## src/rtl/earom_upload.sv

```systemverilog
// earom_upload: serves HPS upload reads of the EAROM shadow RAM and tracks
// whether the EAROM contents have changed since the last complete upload.
// Ports:
//   clk_12, reset            clock and asynchronous active-high reset
//   ioctl_upload/index/rd    HPS upload session, index and read strobe
//   ioctl_addr               byte address qualified by ioctl_rd
//   ioctl_din, ioctl_wait    read data and stall back to the HPS side
//   ram_addr, ram_rd, ram_q  shadow RAM read port (1-cycle latency)
//   earom_wr                 game-side EAROM write pulse
//   dirty                    EAROM changed since the last complete upload
module earom_upload #(
  parameter logic [7:0]  INDEX = 8'd4,
  parameter int unsigned DEPTH = 64
) (
  input  logic                       clk_12,
  input  logic                       reset,
  input  logic                       ioctl_upload,
  input  logic [7:0]                 ioctl_index,
  input  logic                       ioctl_rd,
  input  logic [24:0]                ioctl_addr,
  output logic [7:0]                 ioctl_din,
  output logic                       ioctl_wait,
  output logic [$clog2(DEPTH)-1:0]   ram_addr,
  output logic                       ram_rd,
  input  logic [7:0]                 ram_q,
  input  logic                       earom_wr,
  output logic                       dirty
);

  localparam int unsigned AW = $clog2(DEPTH);

  localparam logic [1:0] IDLE  = 2'd0;
  localparam logic [1:0] FETCH = 2'd1;
  localparam logic [1:0] WAIT  = 2'd2;

  logic [1:0]    state, state_n;
  logic          sel_q;
  logic          last_seen, last_seen_n;
  logic [7:0]    din_n;
  logic          wait_n;
  logic [AW-1:0] addr_n;
  logic          dirty_n;

  logic sel_c, in_range_c, sel_rise_c, sel_fall_c;

  assign sel_c      = ioctl_upload & (ioctl_index == INDEX);
  assign in_range_c = ioctl_addr < 25'(DEPTH);
  assign sel_rise_c = sel_c & ~sel_q;
  assign sel_fall_c = ~sel_c & sel_q;

  // RAM read enable is a pure decode of the FETCH state
  assign ram_rd = (state == FETCH);

  // Next-state and next-output logic
  always_comb begin
    state_n     = state;
    din_n       = ioctl_din;
    wait_n      = ioctl_wait;
    addr_n      = ram_addr;
    last_seen_n = last_seen;
    dirty_n     = dirty;

    case (state)
      IDLE: begin
        if (sel_c && ioctl_rd) begin
          if (in_range_c) begin
            addr_n  = ioctl_addr[AW-1:0];
            wait_n  = 1'b1;
            state_n = FETCH;
          end else begin
            din_n = 8'hFF;
          end
        end
      end
      FETCH: begin
        if (!sel_c) begin
          wait_n  = 1'b0;
          state_n = IDLE;
        end else begin
          state_n = WAIT;
        end
      end
      WAIT: begin
        wait_n  = 1'b0;
        state_n = IDLE;
        if (sel_c) begin
          din_n = ram_q;
          if (ram_addr == AW'(DEPTH - 1)) last_seen_n = 1'b1;
        end
      end
      default: begin
        wait_n  = 1'b0;
        state_n = IDLE;
      end
    endcase

    // A new session forgets any earlier full read
    if (sel_rise_c) last_seen_n = 1'b0;

    // Clear only when a session that reached the last byte ends; a write wins
    if (sel_fall_c && last_seen) dirty_n = 1'b0;
    if (earom_wr) dirty_n = 1'b1;
  end

  // State and registered outputs
  always_ff @(posedge clk_12 or posedge reset) begin
    if (reset) begin
      state      <= IDLE;
      sel_q      <= 1'b0;
      ioctl_din  <= 8'h00;
      ioctl_wait <= 1'b0;
      ram_addr   <= '0;
      last_seen  <= 1'b0;
      dirty      <= 1'b0;
    end else begin
      state      <= state_n;
      sel_q      <= sel_c;
      ioctl_din  <= din_n;
      ioctl_wait <= wait_n;
      ram_addr   <= addr_n;
      last_seen  <= last_seen_n;
      dirty      <= dirty_n;
    end
  end

endmodule

```

## config.mk

```make
export PLATFORM = sky130hd
export DESIGN_NAME = earom_upload
export DESIGN_NICKNAME = d
export VERILOG_FILES = /design/src/rtl/earom_upload.sv
export SDC_FILE = /design/constraint.sdc
export NUM_CORES = 1
export LEC_CHECK = 0
export BUFFER_PORTS_ARGS = -buffer_cell sky130_fd_sc_hd__buf_4
export CORE_MARGIN = 3
export CORE_UTILIZATION = 33
export CTS_BUF_LIST = sky130_fd_sc_hd__clkbuf_4 sky130_fd_sc_hd__clkbuf_8 sky130_fd_sc_hd__clkbuf_16
export CTS_CLUSTER_SIZE = 12
export DETAILED_ROUTE_END_ITERATION = 8
export PLACE_DENSITY = 0.69
export SLEW_MARGIN = 20
export SYNTH_ARGS = -nofsm -noshare
export SYNTH_HDL_FRONTEND = slang
export SYNTH_SLANG_ARGS = --single-unit
```

## constraint.sdc

```tcl
create_clock -name clk_12 -period 2.1 [get_ports clk_12]
set_input_delay 0.21 -clock clk_12 [delete_from_list [all_inputs] [get_ports clk_12]]
set_output_delay 0.21 -clock clk_12 [all_outputs]
set_load 0.01 [all_outputs]
```

== Word-level counts from Yosys, hierarchy flattened ==
Cells that the tools add are included.
Word-level totals
  input bits: 46
  register bits after elaboration: 20
  logic and storage cells: 53
Operators by class
  muxes and demuxes: 18
  eq/ne operators: 9
  order comparisons: 1
  bitwise operators: 5
  reduce and logical (&&, ||, !) cells: 13
Operators with widths (number)
  $lt 25x7->1 const B: 1
  $mux 8: 3
  $pmux 8 s2: 1
  $ne 2x2->1 const B: 5
  $reduce_bool 2->1: 5
  $mux 1: 9
  $reduce_and 3->1: 3
  $eq 8x3->1 const B: 1
  $eq 6x6->1 const B: 1
  $mux 2: 3
  $pmux 2 s2: 1
  $reduce_and 4->1: 1
  $and 1x1->1: 3
  $eq 2x1->1 const B: 1
  $eq 2x2->1 const B: 1
  $logic_and 1x1->1: 2
  $logic_not 2->1: 1
  $not 1->1: 2
  $pmux 1 s2: 1
  $reduce_and 2->1: 1

== Depth between registers and ports, before layout ==
Gate-level depths: netlist of the first run.
  word-level depth: 7
  mapped depth: 6
  mapped depth without buffers: 5

== Least setup slack after synthesis of the first run ==
OpenSTA, ideal clock, no wires.
  path kind: input-to-reg
  from: input port ioctl_index[4]
  to: register ram_addr[0]
  arrival time: 1.923 ns
  buffers on the path: 1
  cell stages on the path: 5
  setup slack: 0.052 ns
  cells stage by stage: or4b_4 -> nor4_4 -> or4b_1 -> buf_2 -> mux2_4
On the way
  word-level cells in the longest chain between the ends: 4
RTL lines
  from (decl): line 18  | input logic [7:0] ioctl_index,
  $eq 8x3->1: line 46  | assign sel_c = ioctl_upload & (ioctl_index == INDEX);
  $and 1x1->1: line 46
  $logic_and 1x1->1: line 65  | if (sel_c && ioctl_rd) begin
  $reduce_and 3->1 (no line)
  to (signal assigned): line 120  | ram_addr <= addr_n;
  to (decl): line 23  | output logic [$clog2(DEPTH)-1:0] ram_addr,
Every way passes these cells.
A chain may end at the register's enable or synchronous reset.

== Worst setup path after layout of the first run ==
  from: register state[1]
  to: register ram_addr[5]
On the way
  word-level cells in the longest chain between the ends: 2
RTL lines
  from (decl): line 36  | logic [1:0] state, state_n;
  from (signal assigned): line 116  | state <= state_n;
  $logic_not 2->1: line 63  | case (state)
  $reduce_and 3->1 (no line)
Every way passes these cells.

==> reports/summary.txt, run 1 <==
CTS tree: yes
Internal: 551 µW
Synth top cells by count: dfrtp_1, inv_1, a2bb2oi_1
Routability cong.: 0.733
Die Footprint: 3430 µm²
Finished Cell Area: 1480 µm²
Worst EP arrival: 2.22 ns
# H-tree levels: 1
Run status: completed
Number of antenna violations at the first check in global routing: 0
Starting Density: 35.8%
Area leader, netlist: dfrtp_1
Worst reg2reg path depth: 4
Combinational share of power: 12.4%
Worst-margin pin slew: 0.733 ns
Placed cell area: 1440 µm²
Via count: 833
Die height: 58.6 µm
Post-Synthesis Cells: 78
Core Util, Final: 58.0%
R2R setup slack: 0.07 ns
Worst R2R Start: state[1]$_DFFE_PP0P_
Dpl hpwl: 2080 µm
Setup repair after global routing missed its margin: false
CP Data Required Time: 2.29 ns
DRT iter0 DRCs: 17
Post-place setup slack: -0.0795 ns
Port Buffers: 62
Number of synthesized flops with an enable pin: 0
Clock Path Buffers: 2
Post-layout min period: 2.03 ns
Die Width: 58.6 µm
Max-cap violation count: 0
IO Count: 63
Area grow syn2layout: 61.9%
Clock root buffer: clkbuf_4
Critical path fanouts, max: 6
Setup WS post-layout: 0.0656 ns
Worst skew pair latency: 0.29 ns
Remaining Overflow, GRT: 0
WS Path Type: reg -> reg
Drt total wl: 2470 µm
Antenna viol nets, final: 0
Hold WC Path Type: in -> async
Fmax: 492 MHz
Asr flop ratio synth: 100%
Worst IR Drop VDD: 0.457 mV
Max-slew violations: 0
Vias in the first global route: 926
Row count: 18
Clock network power share: 31.8%
Wirelength per Cell: 14.0 µm
Synthesized Nets: 124
Yosys cell types: 23
Post-synthesis sequential area ratio: 54.9%
Core Region: 2540 µm²
Total global-route track usage: 15.8%
Slew HR: 51.1%
Clk sinks: 20
Drt via density: 4.73
Sw Share: 20.0%
Total Nets Final: 193
Area contributors post-synth: dfrtp_1, mux2_4, a2bb2oi_1
Pin count of the biggest net entering global routing: 21
#FFs+latches synth: 20
CP endpoint kind: register
First-pass GRT wire length: 4130 µm
DRC violations left: 0
Flop pwr share: 55.9%
Leak: 0.000795 µW
CP startpoint kind: register
Post-Syn Area: 912 µm²
Ys flop type: dfrtp_1
Avg Inst Size Synth: 11.7 µm²
Fin. Hold Viols: 0
Yosys Warn Count: 0
Pwr dens: 467 nW/µm²
Diode count: 0
Worst Skew: 0.000938 ns
Count leader, synth: dfrtp_1
Final worst-path cycle share: 96.9%
Worst r2r dst: ram_addr[5]$_DFFE_PP0P_
Reg clk slew, reported paths: 0.11 ns
Yosys top cell area share: 54.9%
Total clock buffers created by CTS: 3
TritonRoute pass-1 iters: 4
Layout cells sized above 1: 54.1%
Final setup fails: 0
Net switching power: 138 µW
==> routing by layer <==
layer	part of all wire (%)	global-route usage, %	vias up
met5	0	0	-
met1	39	20.9	376
met3	6.4	3.73	6
met4	1.5	4.85	0
met2	53	25.7	32
li1	-	-	419
==> worst max-delay path: stages (launching register included) <==
cell	delay, ns
dfrtp_1	0.41
or4_4	0.55
or4b_1	0.48
buf_4	0.19
mux2_4	0.30
==> worst max-delay path by stage <==
stage	slack [ns]	start	endpoint	cells after the start
global route	0.01	state[1]$_DFFE_PP0P_	ram_addr[4]$_DFFE_PP0P_	4
global placement	-0.08	ioctl_index[4]	ram_addr[1]$_DFFE_PP0P_	6
CTS	0.03	state[1]$_DFFE_PP0P_	ram_addr[5]$_DFFE_PP0P_	4
finish	0.07	state[1]$_DFFE_PP0P_	ram_addr[5]$_DFFE_PP0P_	4
floorplan	0.05	ioctl_index[4]	ram_addr[0]$_DFFE_PP0P_	5
detailed placement	-0.08	ioctl_index[4]	ram_addr[5]$_DFFE_PP0P_	6
==> flip-flops by register name, summed over array words and instances (netlist names) <==
signal,cells
dirty,1
ioctl_din,8
ioctl_wait,1
last_seen,1
ram_addr,6
sel_q,1
state,2
==> per-stage QoR <==
stage               power (µW)  std cells  TNS [ns]  hold WS, ns
global placement           475        172    -0.448        0.376
detailed placement         478        172    -0.439        0.387
global route               725        176         0       0.0653
finish                     689        176         0       0.0296
CTS                        698        176         0       0.0623
floorplan                  410         78         0        0.174
==> what timing repair did <==
item                       4_1_cts  5_1_grt
hold buffers                     0        0
setup endpoints to repair        0        6
setup buffers                    0        0
resized for setup                0        1
==> cells in the final DEF (no fill, tap or decap), types with 2 or more instances in the layout <==
cell,instances
or3_1,3
mux2_4,6
clkbuf_4,3
nor2_1,4
a2bb2oi_1,8
nor4_1,5
buf_4,66
nand2_1,3
inv_1,12
nand4_1,2
dfrtp_1,20
==> cell families after synthesis <==
kind of cell / count (synthesis) / share of synthesized area, %
DFF: 20 / 54.9
AOI/OAI and AO/OA: 13 / 11.2
buffers and inverters: 14 / 5.90
muxes: 6 / 9.88
and+or+nand+nor: 25 / 18.1
==> layout make-up <==
cell class                      count  area, µm²
Clock buffer                        4       36.3
Sequential cell                    20        500
Timing Repair Buffer               66        495
Inverter                           12       45.0
Tap cell                           30       37.5
Fill cell                         220       1070
Multi-Input combinational cell     44        362
==> power by group through the flow <==
stage / logic, µW / registers, µW / clock network [µW]
finish: 85.1 / 385 / 219
global placement: 82.7 / 392 / 0
floorplan: 17.4 / 392 / 0
detailed placement: 85.3 / 392 / 0
global route: 92.9 / 385 / 247
CTS: 85.5 / 385 / 227
No activity file was read; power rests on OpenSTA's default activity.
==> run 2, diff against run 1 <==
--- a/config.mk
+++ b/config.mk
@@ -6,6 +6,7 @@
 export NUM_CORES = 1
 export LEC_CHECK = 0
 export BUFFER_PORTS_ARGS = -buffer_cell sky130_fd_sc_hd__buf_4
+export CORE_ASPECT_RATIO = 1.75
 export CORE_MARGIN = 3
 export CORE_UTILIZATION = 33
 export CTS_BUF_LIST = sky130_fd_sc_hd__clkbuf_4 sky130_fd_sc_hd__clkbuf_8 sky130_fd_sc_hd__clkbuf_16
==> run 2 against run 1 <==
Effect of this change: setup slack lost 0.013 ns; worst hold slack gained 0.059 ns; clock power grew 8%.
==> reports/summary.txt, run 2 (synthesis gave the netlist of run 1 again) <==
Routability cong.: 0.727
Worst Skew: 0.00514 ns
Worst skew pair latency: 0.25 ns
Critical path fanouts, max: 6
Post-layout min period: 2.05 ns
Worst IR Drop VDD: 0.500 mV
Die Width: 45.7 µm
Most common cell after layout, fill and taps aside: buf_4
Row count: 24
Hold Buf Count CTS: 0
Setup WS post-layout: 0.0525 ns
Antenna viol nets, final: 0
CP Data Required Time: 2.23 ns
Pwr dens: 478 nW/µm²
Layout cells sized above 1: 53.8%
Final worst-path cycle share: 97.5%
Die height: 75.6 µm
Largest register FFs: 8
Vias in the first global route: 923
Fillers: 246
Clk sinks: 20
Drt via density: 4.99
# H-tree levels: 1
CP top delay family: simple AND/OR/NAND/NOR gates
Diode count: 0
Largest register by flop count: ioctl_din
Via count: 853
Hold_ws: 0.0889 ns
Worst-margin pin slew: 0.734 ns
CTS tree: yes
Core Region: 2550 µm²
Regs by FF count: ioctl_din x8, ram_addr x6, state x2
Wirelength per Cell: 14.5 µm
Dpl hpwl: 2120 µm
CP max stage cell: or4_1
PostCTS Resize Cnt: 0
Clock root buffer: clkbuf_8
WS Path Type: reg -> reg
DRC violations left: 0
Core Util, Final: 57.8%
Die Footprint: 3460 µm²
Port Buffers: 62
Final setup fails: 0
Max-cap violation count: 0
IO Count: 63
Area grow syn2layout: 61.9%
Clock Path Buffers: 2
Peak per-stage delay on the critical path: 0.57 ns
Most frequent cells in the layout: buf_4, dfrtp_1, inv_1, a2bb2oi_1, mux2_4
Number of antenna violations at the first check in global routing: 0
Max-slew violations: 0
Hold WC Path Type: in -> async
Post-route insts no fill: 171
CP startpoint kind: register
Crit-path cells: or4_1 > or4b_4 > buf_4 > mux2_4
Worst EP arrival: 2.18 ns
Setup repair after global routing missed its margin: false
Cell count after placement: 168
First-pass GRT wire length: 3900 µm
Total clock buffers created by CTS: 3
Total Nets Final: 193
Fmax: 488 MHz
Setup Fix Bufs, Post-CTS: 0
Reg clk slew, reported paths: 0.07 ns
Run status: completed
Remaining Overflow, GRT: 0
Total global-route track usage: 15.1%
Leak: 0.000796 µW
Slew HR: 51.0%
DRT iter0 DRCs: 11
Pin count of the biggest net entering global routing: 21
Post-place setup slack: -0.110 ns
Drt total wl: 2490 µm
CP endpoint kind: register
Fin. Hold Viols: 0
Starting Density: 35.7%
Crit path buf inv count: 1
TritonRoute pass-1 iters: 4
-- run 2: stage by stage --
stage	power, µW	instance area, µm²	TNS [ns]
finish	706	1480	0
CTS	713	1470	0
floorplan	410	912	0
detailed placement	478	1430	-0.618
global placement	475	1430	-0.519
global route	736	1480	0
-- run 2: final timing paths --
check / depth (start not counted) / slack, ns / to / start
setup reg to reg: 4 / 0.05 / ram_addr[2]$_DFFE_PP0P_ / state[1]$_DFFE_PP0P_
min in group clk_12: 2 / 0.14 / dirty$_DFFE_PP0P_ / earom_wr
max in group asynchronous: 2 / 1.55 / dirty$_DFFE_PP0P_ / reset
hold / removal: 2 / 0.09 / ioctl_din[7]$_DFFE_PP0P_ / reset
setup / recovery: 4 / 0.05 / ram_addr[2]$_DFFE_PP0P_ / state[1]$_DFFE_PP0P_
hold reg to reg: 1 / 0.48 / dirty$_DFFE_PP0P_ / dirty$_DFFE_PP0P_
-- run 2: final cells by class --
type                    count  area [µm²]  share of cell area [%]
flip-flops and latches     20         500                    33.9
repair buffers             66         495                    33.6
multi-input cells          44         362                    24.5
inverters                  12        45.0                    3.05
clock buffers               3        41.3                    2.80
well taps                  26        32.5                    2.20
-- run 2: routing by layer --
layer	part of all wire, %	global-route usage, %
met2	60	29.5
met5	0	0
met1	33	15.5
met3	5.3	2.13
met4	1.6	5.06
-- run 2: where the power goes --
part	switching (µW)	leakage [µW]	total [µW]	internal, µW
Sequential	0.0187	0.000232	385	385
Clock	109	0.0000216	236	127
Combinational	24.3	0.000542	84.4	60.2
==> run 3, diff against run 2 <==
--- a/config.mk
+++ b/config.mk
@@ -6,13 +6,15 @@
 export NUM_CORES = 1
 export LEC_CHECK = 0
 export BUFFER_PORTS_ARGS = -buffer_cell sky130_fd_sc_hd__buf_4
+export CELL_PAD_IN_SITES_DETAIL_PLACEMENT = 2
+export CELL_PAD_IN_SITES_GLOBAL_PLACEMENT = 2
 export CORE_ASPECT_RATIO = 1.75
 export CORE_MARGIN = 3
-export CORE_UTILIZATION = 33
+export CORE_UTILIZATION = 20
 export CTS_BUF_LIST = sky130_fd_sc_hd__clkbuf_4 sky130_fd_sc_hd__clkbuf_8 sky130_fd_sc_hd__clkbuf_16
 export CTS_CLUSTER_SIZE = 12
 export DETAILED_ROUTE_END_ITERATION = 8
-export PLACE_DENSITY = 0.69
+export PLACE_DENSITY_LB_ADDON = 0.1
 export SLEW_MARGIN = 20
 export SYNTH_ARGS = -nofsm -noshare
 export SYNTH_HDL_FRONTEND = slang
==> run 3 against run 2 <==
Effect of this change: setup slack gained 0.047 ns; clock power rose by 23%; critical endpoint is now ram_addr[3]$_DFFE_PP0P_; flip-flop and latch count unchanged; largest cell class is now buffers; largest power group unchanged; critical path type unchanged.
==> reports/summary.txt, run 3 (synthesis gave the netlist of run 1 again) <==
Run status: completed
Starting Density: 21.4%
Layout cells sized above 1: 54.4%
Post-route insts no fill: 196
Clock Path Buffers: 2
Cell count after placement: 192
Drt via density: 4.58
Largest register FFs: 8
Row count: 31
Port Buffers: 62
Remaining Overflow, GRT: 0
CTS tree: yes
Via count: 898
Vias in the first global route: 1,098
Die Footprint: 5440 µm²
Hold Buf Count CTS: 0
Routability cong.: 0.754
Max-slew violations: 0
Fillers: 509
Worst-margin pin slew: 0.804 ns
PostCTS Resize Cnt: 0
CP max stage cell: or4_4
Hold WC Path Type: in -> async
Placed cell area: 1470 µm²
Pwr dens: 498 nW/µm²
Number of antenna violations at the first check in global routing: 0
CP endpoint kind: register
Total Nets Final: 194
Worst skew pair latency: 0.25 ns
Final worst-path cycle share: 95.2%
TritonRoute pass-1 iters: 4
Clock root buffer: clkbuf_8
DRC violations left: 0
CP top delay family: simple AND/OR/NAND/NOR gates
Diode count: 0
Core Region: 4270 µm²
Worst EP arrival: 2.14 ns
Fin. Hold Viols: 0
Wirelength per Cell: 15.2 µm
Area grow syn2layout: 67.4%
WS Path Type: reg -> reg
Leak: 0.000807 µW
Worst IR Drop VDD: 0.318 mV
Most frequent cells in the layout: buf_4, dfrtp_1, inv_1, a2bb2oi_1, mux2_4
Dpl hpwl: 2550 µm
Total global-route track usage: 12.0%
Drt total wl: 2980 µm
Worst Skew: 0.00211 ns
CP startpoint kind: register
Pin count of the biggest net entering global routing: 21
Regs by FF count: ioctl_din x8, ram_addr x6, state x2
IO Count: 63
Crit-path cells: or4_4 > or4b_1 > buf_4 > mux2_4
Setup_tns: 0 ns
Die height: 95.3 µm
Largest register by flop count: ioctl_din
Peak per-stage delay on the critical path: 0.54 ns
Fmax: 500 MHz
Total clock buffers created by CTS: 3
Hold_ws: 0.110 ns
Reg clk slew, reported paths: 0.07 ns
Setup repair after global routing missed its margin: false
Die Width: 57.1 µm
Finished Cell Area: 1530 µm²
Most common cell after layout, fill and taps aside: buf_4
Clk sinks: 20
Slew HR: 46.3%
# H-tree levels: 1
Antenna viol nets, final: 0
Crit path buf inv count: 1
Post-layout min period: 2.00 ns
Critical path fanouts, max: 6
CP Data Required Time: 2.24 ns
First-pass GRT wire length: 5160 µm
Max-cap violation count: 0
Final setup fails: 0
Setup Fix Bufs, Post-CTS: 0
DRT iter0 DRCs: 9
-- run 3: worst paths after layout --
check | start | to | slack (ns) | cells after the start
setup / recovery | state[1]$_DFFE_PP0P_ | ram_addr[3]$_DFFE_PP0P_ | 0.10 | 4
hold / removal | reset | ram_addr[3]$_DFFE_PP0P_ | 0.11 | 2
setup reg to reg | state[1]$_DFFE_PP0P_ | ram_addr[3]$_DFFE_PP0P_ | 0.10 | 4
hold reg to reg | dirty$_DFFE_PP0P_ | dirty$_DFFE_PP0P_ | 0.49 | 1
max in group asynchronous | reset | ioctl_din[1]$_DFFE_PP0P_ | 1.49 | 2
min in group clk_12 | earom_wr | dirty$_DFFE_PP0P_ | 0.13 | 2
-- run 3: worst register-to-register path, stage by stage (launching register included) --
cell     delay [ns]
dfrtp_1        0.38
or4_4          0.54
or4b_1         0.48
buf_4          0.19
mux2_4         0.30
-- run 3: metrics by stage --
step | total power (µW) | utilization [%] | worst slack [ns]
3_3_place_gp | 477 | 34.4 | -0.0791
4_1_cts | 778 | 35.7 | 0.0577
3_5_place_dp | 480 | 34.4 | -0.0823
2_1_floorplan | 410 | - | 0.0519
6_report | 761 | 35.8 | 0.100
5_1_grt | 803 | 35.8 | 0.0222
-- run 3: layer usage --
metal | GRT usage [%] | routed length (µm)
met2 | 22.7 | 1680
met5 | 0 | 0
met4 | 4.06 | 25
met3 | 3.66 | 270
met1 | 12.2 | 1010
-- run 3: cell type report --
class                   instances  area (µm²)  share of cell area, %
repair buffers                 67         503                   33.0
multi-input cells              44         362                   23.7
inverters                      12        45.0                   2.95
clock buffers                   4        55.1                   3.61
flip-flops and latches         20         500                   32.8
well taps                      49        61.3                   4.02
-- run 3: power by group --
group          switching [µW]  internal [µW]  total, µW
registers              0.0228            385        385
clock network             123            167        290
logic                    25.5           60.8       86.3
